--- src/rtl/spi_cmd_rx.sv ---
// rtl/spi_cmd_rx.sv - oversampled SPI slave that assembles {brush,color,x,y} draw commands into a FIFO
// Optional coordinate clamping: define SPI_CMD_CLAMP_EN.
module spi_cmd_rx #(
  parameter int X_W         = 10,
  parameter int Y_W         = 10,
  parameter int COLOR_W     = 3,
  parameter int SYNC_STAGES = 2,
  parameter int FIFO_DEPTH  = 4,
  parameter int X_MAX       = 639,
  parameter int Y_MAX       = 479
) (
  input  logic               clk,
  input  logic               reset,
  input  logic               sck,
  input  logic               sdi,
  input  logic               cs_n,
  output logic               sdo,
  output logic               cmd_valid,
  input  logic               cmd_ready,
  output logic               cmd_brush,
  output logic [COLOR_W-1:0] cmd_color,
  output logic [X_W-1:0]     cmd_x,
  output logic [Y_W-1:0]     cmd_y,
  output logic               frame_err,
  output logic               overflow,
  input  logic               err_clr
);

  localparam int FIELD_W  = 1 + COLOR_W + X_W + Y_W;
  localparam int PKT_BITS = ((FIELD_W + 7) / 8) * 8;
  localparam int BC_W     = $clog2(PKT_BITS + 1);
  localparam int PTR_W    = $clog2(FIFO_DEPTH);
  localparam int CNT_W    = $clog2(FIFO_DEPTH + 1);
  localparam logic [BC_W-1:0]  BC_FULL  = BC_W'(PKT_BITS);
  localparam logic [CNT_W-1:0] CNT_FULL = CNT_W'(FIFO_DEPTH);

  typedef struct packed {
    logic               brush;
    logic [COLOR_W-1:0] color;
    logic [X_W-1:0]     x;
    logic [Y_W-1:0]     y;
  } cmd_t;

  if (SYNC_STAGES < 2) begin : g_chk_sync
    $error("SYNC_STAGES must be at least 2");
  end
  if (FIFO_DEPTH < 2 || (FIFO_DEPTH & (FIFO_DEPTH - 1)) != 0) begin : g_chk_depth
    $error("FIFO_DEPTH must be a power of 2 and at least 2");
  end
  if (X_MAX < 0 || X_MAX >= (1 << X_W) || Y_MAX < 0 || Y_MAX >= (1 << Y_W)) begin : g_chk_max
    $error("X_MAX/Y_MAX must fit their coordinate widths");
  end

  logic [SYNC_STAGES-1:0] r_sck_sync;
  logic [SYNC_STAGES-1:0] r_sdi_sync;
  logic [SYNC_STAGES-1:0] r_cs_sync;
  logic                   r_sck_d;
  logic                   r_cs_d;

  logic w_sck;
  logic w_sdi;
  logic w_cs;
  logic w_sck_rise;
  logic w_cs_rise;
  logic w_cs_fall;

  assign w_sck      = r_sck_sync[SYNC_STAGES-1];
  assign w_sdi      = r_sdi_sync[SYNC_STAGES-1];
  assign w_cs       = r_cs_sync[SYNC_STAGES-1];
  assign w_sck_rise = w_sck & ~r_sck_d;
  assign w_cs_rise  = w_cs & ~r_cs_d;
  assign w_cs_fall  = ~w_cs & r_cs_d;

  always_ff @(posedge clk) begin
    if (reset) begin
      r_sck_sync <= '0;
      r_sdi_sync <= '0;
      r_cs_sync  <= '1;
      r_sck_d    <= 1'b0;
      r_cs_d     <= 1'b1;
    end else begin
      r_sck_sync <= {r_sck_sync[SYNC_STAGES-2:0], sck};
      r_sdi_sync <= {r_sdi_sync[SYNC_STAGES-2:0], sdi};
      r_cs_sync  <= {r_cs_sync[SYNC_STAGES-2:0], cs_n};
      r_sck_d    <= w_sck;
      r_cs_d     <= w_cs;
    end
  end

  logic [BC_W-1:0]     r_bit_cnt;
  logic [PKT_BITS-1:0] r_shift;
  logic                r_frame_err;
  logic                w_done;

  assign w_done = (r_bit_cnt == BC_FULL);

  // A finished packet is handed to the FIFO before any cs_n edge is looked at.
  always_ff @(posedge clk) begin
    if (reset) begin
      r_bit_cnt   <= '0;
      r_shift     <= '0;
      r_frame_err <= 1'b0;
    end else begin
      if (w_done) begin
        r_bit_cnt <= '0;
      end else if (w_cs_rise || w_cs_fall) begin
        r_bit_cnt <= '0;
      end else if (w_sck_rise && !w_cs) begin
        r_shift   <= {r_shift[PKT_BITS-2:0], w_sdi};
        r_bit_cnt <= r_bit_cnt + BC_W'(1);
      end

      if (w_cs_rise && !w_done && r_bit_cnt != '0) begin
        r_frame_err <= 1'b1;
      end else if (err_clr) begin
        r_frame_err <= 1'b0;
      end
    end
  end

  cmd_t w_raw;
  cmd_t w_push_data;

  assign w_raw = cmd_t'(r_shift[PKT_BITS-1 -: FIELD_W]);

`ifdef SPI_CMD_CLAMP_EN
  localparam logic [X_W-1:0] X_LIM = X_W'(X_MAX);
  localparam logic [Y_W-1:0] Y_LIM = Y_W'(Y_MAX);

  always_comb begin
    w_push_data = w_raw;
    if (w_raw.x > X_LIM) w_push_data.x = X_LIM;
    if (w_raw.y > Y_LIM) w_push_data.y = Y_LIM;
  end
`else
  assign w_push_data = w_raw;
`endif

  cmd_t             r_mem [FIFO_DEPTH];
  logic [PTR_W-1:0] r_wr_ptr;
  logic [PTR_W-1:0] r_rd_ptr;
  logic [CNT_W-1:0] r_count;
  logic             r_valid;
  logic             r_sdo;
  logic             r_overflow;
  cmd_t             r_head;

  logic             w_pop;
  logic             w_full;
  logic             w_push;
  logic             w_drop;
  logic [CNT_W-1:0] w_count_next;
  logic [CNT_W-1:0] w_remain;
  logic [PTR_W-1:0] w_rd_next;
  cmd_t             w_head_next;

  assign w_pop        = r_valid && cmd_ready;
  assign w_full       = (r_count == CNT_FULL);
  assign w_push       = w_done && (!w_full || w_pop);
  assign w_drop       = w_done && w_full && !w_pop;
  assign w_remain     = r_count - CNT_W'(w_pop);
  assign w_count_next = w_remain + CNT_W'(w_push);
  assign w_rd_next    = r_rd_ptr + PTR_W'(w_pop);

  // The head register is what the consumer sees; refill it from the queue or
  // straight from the incoming packet when nothing older is waiting.
  always_comb begin
    w_head_next = r_mem[w_rd_next];
    if (w_remain == '0) w_head_next = w_push_data;
  end

  always_ff @(posedge clk) begin
    if (w_push) r_mem[r_wr_ptr] <= w_push_data;
  end

  always_ff @(posedge clk) begin
    if (reset) begin
      r_wr_ptr   <= '0;
      r_rd_ptr   <= '0;
      r_count    <= '0;
      r_valid    <= 1'b0;
      r_sdo      <= 1'b0;
      r_overflow <= 1'b0;
      r_head     <= '0;
    end else begin
      if (w_push) r_wr_ptr <= r_wr_ptr + PTR_W'(1);
      r_rd_ptr <= w_rd_next;
      r_count  <= w_count_next;
      r_valid  <= (w_count_next != '0);
      r_sdo    <= (w_count_next == CNT_FULL);
      if (w_count_next != '0) r_head <= w_head_next;

      if (w_drop) begin
        r_overflow <= 1'b1;
      end else if (err_clr) begin
        r_overflow <= 1'b0;
      end
    end
  end

  assign sdo       = r_sdo;
  assign cmd_valid = r_valid;
  assign cmd_brush = r_head.brush;
  assign cmd_color = r_head.color;
  assign cmd_x     = r_head.x;
  assign cmd_y     = r_head.y;
  assign frame_err = r_frame_err;
  assign overflow  = r_overflow;

endmodule
--- config.mk ---
export PLATFORM = sky130hd
export DESIGN_NAME = spi_cmd_rx
export DESIGN_NICKNAME = d
export VERILOG_FILES = /design/src/rtl/spi_cmd_rx.sv
export SDC_FILE = /design/constraint.sdc
export NUM_CORES = 1
export LEC_CHECK = 0
export CAP_MARGIN = 20
export CORE_UTILIZATION = 60
export CTS_BUF_LIST = sky130_fd_sc_hd__clkbuf_8
export DETAILED_ROUTE_END_ITERATION = 10
export PLACE_DENSITY_LB_ADDON = 0.2
export SLEW_MARGIN = 20
export SYNTH_ARGS = -nofsm -noshare
export SYNTH_HDL_FRONTEND = slang
export SYNTH_SLANG_ARGS = --single-unit
--- constraint.sdc ---
create_clock -name clk -period 3.15 [get_ports clk]
set_input_delay 0.4725 -clock clk [delete_from_list [all_inputs] [get_ports clk]]
set_output_delay 0.4725 -clock clk [all_outputs]
set_load 0.02 [all_outputs]
==> summary.md <==
| Metric | Value |
|---|---|
| Antenna-violating nets left | 0 |
| Post-synth EDFFs | between 90 and 100 |
| Actual slew at the worst max-slew pin | 0.701 ns |
| CTS H-tree depth | 4 |
| Setup CP Type | input port to register |
| Largest net degree at the start of global routing | 39 |
| Largest family of logic cells by synthesized area | simple AND/OR/NAND/NOR gates |
| WHS | between 0.4 and 0.5 ns |
| Cell Rows | 37 |
| Total track usage | 23.5% |
| CTS sink cnt | 168 |
| Syn Inst Count | 470 |
| Status | completed |
| Synth top area share | 43.9% |
| Core Region | roughly 10000 um^2 |
| Final Max Tran Viols | 0 |
| Routed wl met2 | between 6 and 7 mm |
| Ys async rst share | 0% |
| Count leader, synth | nand2_1 |
| Mux contribution to synthesized area | between 8 and 9% |
| Top Metal Used | met4 |
| Synth area leaders | edfxtp_1, dfxtp_1, mux4_2 |
| Final setup skew | 0.0135 ns |
| Synth-to-Final Area Change | 14.7% |
| Most used DFF post-synth | edfxtp_1 |
| Min Tclk post-route | around 2.6 ns |
| Fin Setup TNS | 0 ns |
| Antenna violations before repair | 0 |
| Max Buffers Root-to-Sink | 2 |
| Hpwl dp | 6.79 mm |
| Netlist Area Pre-Place | 6560 um^2 |
| Placed Cells incl. Taps | between 600 and 700 |
| Die width | 107 um |
| Wire length per cell | 18.1 um |
| DIE HEIGHT | roughly 110 um |
| Hold Path Class | register to register |
| Setup WS pre-CTS | 0.160 ns |
| MaxCap Viol Count | 0 |
| Via density | 5.63 |
| Pre-antenna DRT Iters | 4 |
| Routed vias | 3713 |
| Worst setup EP type | register |
| Synth cell count leaders | nand2_1, edfxtp_1, dfxtp_1 |
| Vias in the first global route | 3924 |
| Die Area | ~11000 um^2 |
| Fraction of final layout cells with drive strength greater than 1 | roughly a fifth |
| Post-synthesis compound-gate area fraction | 7.95% |
| M1 WL | 4.84 mm |
| 1st-iter DRT viols | between 300 and 400 |
| Fin worst setup slack | 0.594 ns |
| Post-Synthesis Net Count | 489 |
| R2R cell count | 11 |
| Post-synth cell types | 34 |
| Yosys warnings | 0 |
| IO Port Bufs | 34 |
| DR WL met3 | 733 um |
| Clk_lat worst skew | about 0.45 ns |
| Critical Path RT | approximately 3.5 ns |
| Fin crit share | 81.1% |
| RSZ-0062 raised after global routing | no |
| Hold path depth | 1 |
| DRC viols | 0 |
| Final Hold Viols | 0 |
| DRT Wirelength | 11.9 mm |
| Final setup fails | 0 |
| Nets | 530 |
| Crit path DAT | 2.90 ns |
| Max Freq | ~390 MHz |
| Leakage power | 2.54 nW |
| Fillcell total | between 600 and 700 |
| Clk pin slew, worst setup/hold paths | 0.08 ns |
| R2r setup slk | 0.61 ns |
| Slew margin rel. | between 50 and 60% |
| P per Cell Area | 803 nW/um^2 |
| Post-cts resize count | 0 |
| Adder-cell share of the synthesized area | under 10% |
| First-pass GRT wire length | 19.7 mm |
| Postcts setup bufs | 0 |
| Post-Syn Area per Cell | about 14 um^2 |
| Simple logic cell fraction of the synthesized area | a little over a tenth |
| Sequential share of the synthesized area | 65.9% |
| CTS buffer count | 17 |
| Initial Utilization | 62.7% |
| Clock root buffer | clkbuf_8 |
| GPL Wtd Cong | ~0.72 |
| Final Power | 6.05 mW |
| Startpoint types | input port |
| Diodes inserted | 0 |
| CTS tree | done |
| Finished Layout Cells | 660 |
| Num ports | 35 |
| Largest area contributor in the netlist | edfxtp_1 |
| #FFs+latches synth | between 150 and 200 |
| Hold-fix buffers at CTS | 0 |
| Worst-path maximum fanout | 22 |
| Worst VDD drop | 0.858 mV |
| Grt total ovfl | 0 |
| Xor/xnor cell area share of the yosys netlist | between 1.5 and 2% |
[logic make-up after synthesis]
logic type | Yosys count
buffers and inverters | 38
adder cells (fa/ha/maj) | 12
flip-flops | 168
AND/OR/NAND/NOR | 164
AO/OA/AOI/OAI | 54
XOR/XNOR | 9
multiplexers | 25
[area by class of cell]
class / instances / area, um^2 / share of cell area [%]
timing repair buffer: 49 / 498 / 6.61
tap: 136 / 170 / 2.26
clock buffer: 19 / 262 / 3.47
multi-input combinational: 264 / 2020 / 26.9
sequential: 168 / 4320 / 57.4
clock inverter: 13 / 211 / 2.81
inverter: 11 / 41.3 / 0.548
[report_power, final]
group | internal (mW) | switching [mW] | total [mW]
Clock | 1.05 | 0.711 | 1.76
Combinational | 0.756 | 1.04 | 1.80
Sequential | 2.42 | 0.0685 | 2.49
[worst paths after layout]
| kind | start | endpoint |
|---|---|---|
| worst max-delay path | cmd_ready | cmd_y[8] |
| worst min-delay path | r_cs_sync[0] | r_cs_sync[1] |
| worst max register to register | r_bit_cnt[0] | cmd_y[8] |
| worst min register to register | r_cs_sync[0] | r_cs_sync[1] |
[stage by stage]
| stage | utilization [%] | instance area, um^2 |
|---|---|---|
| after floorplan | - | 6560 |
| after global placement | 67.4 | 7060 |
| after detailed placement | 67.4 | 7060 |
| after CTS | 72.0 | 7530 |
| after global routing | 72.0 | 7530 |
| final | 72.0 | 7530 |
[worst max-delay path, cell delays in order]
cell	delay (ns)
clkdlybuf4s50_1	0.39
nand2_1	0.11
inv_1	0.07
ha_1	0.18
ha_1	0.32
inv_1	0.05
ha_1	0.19
xnor3_2	0.28
nand2_4	0.27
buf_12	0.22
nor2_1	0.07
a311oi_2	0.26
[layout by cell type, fill, tap and decap left out, drive strengths merged]
| cell | n |
|---|---|
| a2bb2oi | 1 |
| nor4 | 1 |
| xnor2 | 3 |
| nand4b | 1 |
| nor2 | 36 |
| buf | 16 |
| clkbuf | 19 |
| nand2 | 100 |
| nand4 | 2 |
| bufinv | 6 |
| nand2b | 1 |
| nor2b | 9 |
| o21ai | 1 |
| a21oi | 27 |
| and3 | 2 |
| xor2 | 5 |
| a311oi | 24 |
| mux4 | 24 |
| xnor3 | 1 |
| clkinv | 2 |
| a31oi | 1 |
| and2 | 4 |
| nand3b | 1 |
| mux2i | 1 |
| clkinvlp | 1 |
| inv | 15 |
| nor3b | 1 |
| ha | 12 |
| nand3 | 3 |
| edfxtp | 96 |
| clkdlybuf4s50 | 33 |
| dfxtp | 72 |
| or2 | 3 |
[layer usage]
| layer | GRT usage, % | up-vias |
|---|---|---|
| met2 | 38.1 | 104 |
| met4 | 9.69 | 0 |
| li1 | - | 1776 |
| met1 | 30.4 | 1824 |
| met5 | 0 | - |
| met3 | 5.90 | 9 |
[flip-flops by register name, summed over array words and instances (netlist names), 2 cells and up]
| register | cells |
|---|---|
| r_shift | 24 |
| r_count | 3 |
| r_rd_ptr | 2 |
| r_wr_ptr | 2 |
| r_sck_sync | 2 |
| r_mem | 96 |
| r_sdi_sync | 2 |
| cmd_y | 10 |
| r_bit_cnt | 5 |
| cmd_x | 10 |
| cmd_color | 3 |
| r_cs_sync | 2 |
Power figures use the tool's default switching activity.
